$ cat config.mk
export PLATFORM = sky130hd
export DESIGN_NAME = apb_protocol
export DESIGN_NICKNAME = d
export VERILOG_FILES = /design/src/rtl/apb_protocol.sv
export SDC_FILE = /design/constraint.sdc
export NUM_CORES = 2
export LEC_CHECK = 0
export ABC_CLOCK_PERIOD_IN_PS = 3600
export BUFFER_PORTS_ARGS = -buffer_cell sky130_fd_sc_hd__buf_2
export CORE_MARGIN = 2
export CORE_UTILIZATION = 35
export DETAILED_ROUTE_END_ITERATION = 7
export SYNTH_ARGS = -nofsm -noshare
export SYNTH_HDL_FRONTEND = slang
export SYNTH_SLANG_ARGS = --single-unit
$ cat constraint.sdc
create_clock -name PCLK -period 3.6 [get_ports PCLK]
set_input_delay 0.54 -clock PCLK [delete_from_list [all_inputs] [get_ports PCLK]]
set_output_delay 0.54 -clock PCLK [all_outputs]
set_load 0.02 [all_outputs]
$ cat src/rtl/apb_protocol.sv
// rtl/apb_protocol.sv - APB master FSM with GPIO register file and UART receive slave
//
// Ports:
//   PCLK              clock; all state updates on its rising edge
//   PENABLE           access-phase enable; 1 completes the pending transfer
//   PWRITE            1 = write, 0 = read
//   transfer          request to start or continue transfers
//   PRESETn           asynchronous active-low reset
//   apb_writeAddr     register address used for writes
//   apb_readAddr      register address used for reads
//   apb_writeData     write data
//   PSEL              01 = GPIO, 10 = UART, 00/11 = no slave
//   apb_readData_out  registered read data
//   rx                UART serial receive line (idles high)

module apb_protocol (
    input  logic        PCLK,
    input  logic        PENABLE,
    input  logic        PWRITE,
    input  logic        transfer,
    input  logic        PRESETn,
    input  logic [4:0]  apb_writeAddr,
    input  logic [4:0]  apb_readAddr,
    input  logic [31:0] apb_writeData,
    input  logic [1:0]  PSEL,
    output logic [31:0] apb_readData_out,
    input  logic        rx
);

    typedef enum logic [1:0] {IDLE, SETUP, ACCESS} state_t;
    typedef enum logic [1:0] {R_IDLE, R_START, R_DATA, R_STOP} rx_state_t;

    state_t      state, state_next;
    logic        latch_en;
    logic        complete;

    logic [1:0]  lat_sel;
    logic        lat_write;
    logic [4:0]  lat_addr;
    logic [31:0] lat_data;

    logic [31:0] gpio [32];

    logic [15:0] baud_div;
    logic [7:0]  rx_data;
    logic        rx_valid;
    logic        overrun;

    logic        rx_meta, rx_sync, rx_prev;
    rx_state_t   rx_state;
    logic [15:0] bit_cnt;
    logic [2:0]  bit_idx;
    logic [7:0]  shreg;

    logic [15:0] baud_eff;
    logic [15:0] half_cnt;
    logic        bit_end;
    logic        frame_ok;

    logic        wr_gpio, wr_uart, rd_done;
    logic        clr_valid, clr_ovr;
    logic [31:0] uart_rd;
    logic [31:0] rd_mux;

    // ---------------- master FSM ----------------
    always_ff @(posedge PCLK or negedge PRESETn) begin
        if (!PRESETn) state <= IDLE;
        else          state <= state_next;
    end

    always_comb begin
        state_next = state;
        case (state)
            IDLE:    if (transfer) state_next = SETUP;
            SETUP:   state_next = ACCESS;
            ACCESS:  if (PENABLE) state_next = transfer ? SETUP : IDLE;
            default: state_next = IDLE;
        endcase
    end

    always_comb begin
        latch_en = (state == SETUP);
        complete = (state == ACCESS) && PENABLE;
    end

    // Request captured during SETUP so the access phase works on a stable copy.
    always_ff @(posedge PCLK or negedge PRESETn) begin
        if (!PRESETn) begin
            lat_sel   <= 2'b00;
            lat_write <= 1'b0;
            lat_addr  <= 5'd0;
            lat_data  <= 32'd0;
        end else if (latch_en) begin
            lat_sel   <= PSEL;
            lat_write <= PWRITE;
            lat_addr  <= PWRITE ? apb_writeAddr : apb_readAddr;
            lat_data  <= apb_writeData;
        end
    end

    assign wr_gpio   = complete &&  lat_write && (lat_sel == 2'b01);
    assign wr_uart   = complete &&  lat_write && (lat_sel == 2'b10);
    assign rd_done   = complete && !lat_write;
    assign clr_valid = rd_done && (lat_sel == 2'b10) && (lat_addr == 5'h00);
    assign clr_ovr   = rd_done && (lat_sel == 2'b10) && (lat_addr == 5'h01);

    // ---------------- GPIO register file ----------------
    always_ff @(posedge PCLK or negedge PRESETn) begin
        if (!PRESETn) begin
            for (int i = 0; i < 32; i++) gpio[i] <= 32'd0;
        end else if (wr_gpio) begin
            gpio[lat_addr] <= lat_data;
        end
    end

    // ---------------- read path ----------------
    always_comb begin
        uart_rd = 32'd0;
        case (lat_addr)
            5'h00:   uart_rd = {24'd0, rx_data};
            5'h01:   uart_rd = {30'd0, overrun, rx_valid};
            5'h02:   uart_rd = {16'd0, baud_div};
            default: uart_rd = 32'd0;
        endcase
    end

    always_comb begin
        rd_mux = 32'd0;
        case (lat_sel)
            2'b01:   rd_mux = gpio[lat_addr];
            2'b10:   rd_mux = uart_rd;
            default: rd_mux = 32'd0;
        endcase
    end

    always_ff @(posedge PCLK or negedge PRESETn) begin
        if (!PRESETn)     apb_readData_out <= 32'd0;
        else if (rd_done) apb_readData_out <= rd_mux;
    end

    // ---------------- UART BAUD_DIV ----------------
    always_ff @(posedge PCLK or negedge PRESETn) begin
        if (!PRESETn)                            baud_div <= 16'd16;
        else if (wr_uart && lat_addr == 5'h02)   baud_div <= lat_data[15:0];
    end

    // A divider of 0 behaves as 1; half_cnt is the last count of the
    // half-bit wait before the start bit is rechecked.
    always_comb begin
        baud_eff = (baud_div == 16'd0) ? 16'd1 : baud_div;
        half_cnt = (baud_eff[15:1] == 15'd0) ? 16'd0 : {1'b0, baud_eff[15:1]} - 16'd1;
        bit_end  = (bit_cnt >= baud_eff - 16'd1);
        frame_ok = (rx_state == R_STOP) && bit_end && rx_sync;
    end

    // ---------------- UART receiver ----------------
    always_ff @(posedge PCLK or negedge PRESETn) begin
        if (!PRESETn) begin
            rx_meta  <= 1'b1;
            rx_sync  <= 1'b1;
            rx_prev  <= 1'b1;
            rx_state <= R_IDLE;
            bit_cnt  <= 16'd0;
            bit_idx  <= 3'd0;
            shreg    <= 8'd0;
            rx_data  <= 8'd0;
            rx_valid <= 1'b0;
            overrun  <= 1'b0;
        end else begin
            rx_meta <= rx;
            rx_sync <= rx_meta;
            rx_prev <= rx_sync;

            case (rx_state)
                R_IDLE: begin
                    if (rx_prev && !rx_sync) begin
                        rx_state <= R_START;
                        bit_cnt  <= 16'd0;
                    end
                end
                R_START: begin
                    if (bit_cnt >= half_cnt) begin
                        bit_cnt <= 16'd0;
                        bit_idx <= 3'd0;
                        // A line back high at mid start bit was a glitch.
                        rx_state <= rx_sync ? R_IDLE : R_DATA;
                    end else begin
                        bit_cnt <= bit_cnt + 16'd1;
                    end
                end
                R_DATA: begin
                    if (bit_end) begin
                        bit_cnt <= 16'd0;
                        shreg   <= {rx_sync, shreg[7:1]};
                        if (bit_idx == 3'd7) rx_state <= R_STOP;
                        else                 bit_idx  <= bit_idx + 3'd1;
                    end else begin
                        bit_cnt <= bit_cnt + 16'd1;
                    end
                end
                R_STOP: begin
                    if (bit_end) begin
                        bit_cnt  <= 16'd0;
                        rx_state <= R_IDLE;
                    end else begin
                        bit_cnt <= bit_cnt + 16'd1;
                    end
                end
                default: rx_state <= R_IDLE;
            endcase

            if (clr_valid) rx_valid <= 1'b0;
            if (clr_ovr)   overrun  <= 1'b0;
            // A byte landing on the same edge as a clearing read takes priority.
            if (frame_ok) begin
                rx_data  <= shreg;
                rx_valid <= 1'b1;
                if (rx_valid) overrun <= 1'b1;
            end
        end
    end

endmodule

==> summary.txt <==
GRT overflow: 0
Placed Cells: 5274
clk slew on worst S/H paths: 60 ps
Setup CP Type: reg -> reg
Mean Syn Cell Area: 15.4 um2
total power: 34.3 mW
Seq cells post-synth: 1156
RSZ-0062 raised after global routing: true
Synth Instances: 3392
DRC Markers: 0
Worst-Skew Late Latency: 710 ps
via count: 30.5k
WL/cell: 26.2 um
max_cap viols: 0
Die Ht: 390 um
reg2reg setup slack: -290 ps
Clock Sinks: 1156
period utilisation layout: 108%
row count: 141
Initial Utilization: 35.3%
hold path cells: 3
fraction of layout cells with a size suffix above 1: 52.9%
Net Switching: 10.6 mW
Max Clock Skew: 18.6 ps
hold path startpoint: PSEL[1]
Max Clk Rate: 0.257 GHz
deepest clock path buffer count: 3
CP Capture Type: register
WL final: 144 mm
DP Wirelength: 86.9 mm
FF-to-FF Start: baud_div[9]
Final #Nets: 3561
Hold Path End: lat_sel[1]
violated checks: setup timing
register area share after synthesis: 55.5%
fin crit period: 3890 ps
antenna violations before repair: 3
Setup WS post-layout: -286 ps
Rel. slew slack: 15.9%
core area: 148000 um2
CP Launch Type: register
placer congestion estimate: 0.803
die area: 152000 um2
Slew @ Worst Pin: 1260 ps
number of top-level pins: 82
number of I/O port buffers: 81
clock network fraction of design power: 35.6%
yosys warns: 0
WP data arrival: 4470 ps
leak pwr: 29.3 nW
HP Class: in -> reg
Sequential Power Share: 45.8%
final hold vios: 0
worst flop-to-flop path endpoint: rx_data[1]
synth unique cells: 58
Worst Path Required: 4180 ps
cell at the slowest stage of the critical path: or4_4
Comb power frac: 18.6%
Die Wd: 390 um
setup TNS: -8210 ps
Total Routing Usage GR: 19.0%
Synth top area share: 55.3%
crit path max fanout: 4
Antenna Cells: 0
drt first pass iters: 6
switching share of power: 30.8%
PD cells: 573 nW/um2
Mapped Area: 52200 um2
syn_nets: 3482
largest net degree at the start of global routing: 138
fin. max-slew vios: 0
Internal: 23.8 mW
worst path cell trace: or4_4, or3_4, nor4_4, buf_4, o21ai_4, nor2b_4, xnor2_2, ha_4, nand2_4, a211o_1, o221ai_2, a2111o_1, nand2_2, nor2_4, clkbuf_16, mux2_4
H-tree Lvls: 3
outcome: finished, violations left
vias per std cell: 5.55
area leader, netlist: dfrtp_1
global-route wire length before repair: 215 mm
Starting DRT DRC Count: 1934
CTS buffer count: 114
Main synth FF type: dfrtp_1
Crit path max-delay family: simple AND/OR/NAND/NOR gates
crit-path max cell delay: 540 ps
Root Buffer: clkbuf_16
setup slack after placement: -320 ps
DRT antenna net count: 0
Post-Layout Cell Count: 5491
Area growth syn-to-layout: 14.9%
async set-or-reset flop fraction in the synthesized netlist: 100%
crit path buf inv count: 2
Peak VDD IR: 0.000483 V
CTS tree: yes
Post-synth EDFFs: 0
final setup fails: 37
top cells by area, synth: dfrtp_1 55%, mux2_2 23%, mux4_2 11%
post-layout util: 40.6%
reg2reg path depth: 16
number of global-route vias before repair: 31.5k
[cell usage in the layout (no fill, tap or decap), types with 4 or more instances in the layout]
master        n
mux2_2     1079
clkbuf_1     27
a31oi_1      14
a222oi_1     10
and3_1        5
inv_1        25
buf_2        80
a22oi_1     128
o21ai_0      11
nand3_1      16
clkbuf_16   117
mux4_2      256
a221o_1       6
o21ai_1       4
ha_4          4
bufinv_16     8
dfrtp_1    1150
ha_1         36
mux2i_1      13
nand2b_1      5
nand2_1      52
a22o_1       20
buf_12       45
buf_6         6
xnor2_1      12
nand2_2      39
clkinv_2     21
a21oi_1      22
nor3b_2       5
xor2_1       14
mux2_4        8
clkbuf_8     30
dfstp_2       4
nand4_1      37
nor2_1       29
nor3_2        4
buf_4       139
nor3_1       10
[power by group through the flow]
stage	logic [mW]	registers, mW	clock network [mW]
final	6.40	15.7	12.2
after global placement	6.18	15.9	0
after CTS	6.41	15.7	12.5
after floorplan	4.81	14.5	0
after detailed placement	6.22	16.0	0
after global routing	6.84	16.0	13.0
[how the worst max path moves through the flow]
stage / start / to / slack, ps / cells past startpoint
5_1_grt: baud_div[9] / rx_data[1] / -430 / 16
3_5_place_dp: baud_div[9] / rx_data[0] / -320 / 15
4_1_cts: baud_div[9] / shreg[6] / -230 / 16
2_1_floorplan: baud_div[9] / bit_cnt[9] / -190 / 18
6_report: baud_div[9] / rx_data[1] / -290 / 16
3_3_place_gp: baud_div[9] / rx_data[7] / -330 / 15
[cells by family after synthesis]
logic type               Yosys count  synth area share [%]
AO/OA/AOI/OAI                    242                  3.43
XOR/XNOR                          28                 0.470
adder cells (fa/ha/maj)           40                 0.959
buffers and inverters            337                  2.63
flip-flops                      1156                  55.5
multiplexers                    1356                  34.8
AND/OR/NAND/NOR                  233                  2.28
[cells in the mapped netlist (all sizes together), types with 2 or more instances]
library cell,number
nand2,92
dfstp,4
mux2,1087
mux4,256
mux2i,13
nor2b,4
a21o,3
and3,6
dfrtp,1152
xnor2,13
xor2,15
nor4,4
a41oi,4
a211o,3
inv,25
a222oi,10
o41ai,2
and2,3
clkbuf,156
buf,156
o21a,2
nand3,19
and3b,2
nand2b,6
a22oi,128
nand4,37
a22o,20
ha,40
nor3,15
nor3b,7
o21ai,17
a21oi,25
a31oi,14
or3,2
a221o,6
nor2,33
[layer usage]
layer  up-vias  part of all wire (%)  GRT usage (%)
li1      12862                     -              -
met1     16790                    47           27.6
met2       625                    46           29.3
met3       212                   4.5           3.40
met4         0                   2.6           4.91
met5         -                     0              0
[stage by stage]
stage,area (um2),hold WS (ps)
global route,60000,20.1
detailed placement,55800,348
finish,60000,47.7
CTS,59800,11.2
global placement,55800,348
floorplan,52200,244
[state kept, by name, summed over array words and instances, names as in the netlist, named ones only]
signal / flops
gpio: 1024
apb_readData_out: 32
lat_data: 32
baud_div: 16
bit_cnt: 16
rx_data: 8
shreg: 8
lat_addr: 5
bit_idx: 3
lat_sel: 2
state: 2
lat_write: 1
overrun: 1
rx_meta: 1
rx_prev: 1
rx_state: 1
rx_sync: 1
rx_valid: 1
[worst register-to-register path, cell delays in order (launching register included)]
cell       delay [ps]
dfrtp_1           380
or4_4             540
or3_4             360
nor4_4            170
buf_4             180
o21ai_4            70
nor2b_4           150
xnor2_2           150
ha_4              290
nand2_4            60
a211o_1           240
o221ai_2          160
a2111o_1          280
nand2_2           120
nor2_4            170
clkbuf_16         160
mux2_4            290
[area by class of cell]
cell class                 count  area [um2]
fill                       13603       87900
sequential                  1156       28900
multi-input combinational   1900       22200
clock buffer                 173        3420
timing repair buffer         274        2470
tap                         1930        2410
clock inverter                33         387
inverter                      25        93.8
[what timing repair did]
| item | in CTS | in global routing |
|---|---|---|
| resized for setup | 22 | 22 |
| cloned | 1 | 1 |
| buffers inserted | 6 | 1 |
| endpoints found under the setup margin | 37 | 39 |
| hold buffers | 2 | 0 |
| pin swaps | 9 | 3 |
| hold endpoints to repair | 18 | 0 |
Note: power is estimated with default switching activity, not from simulation.
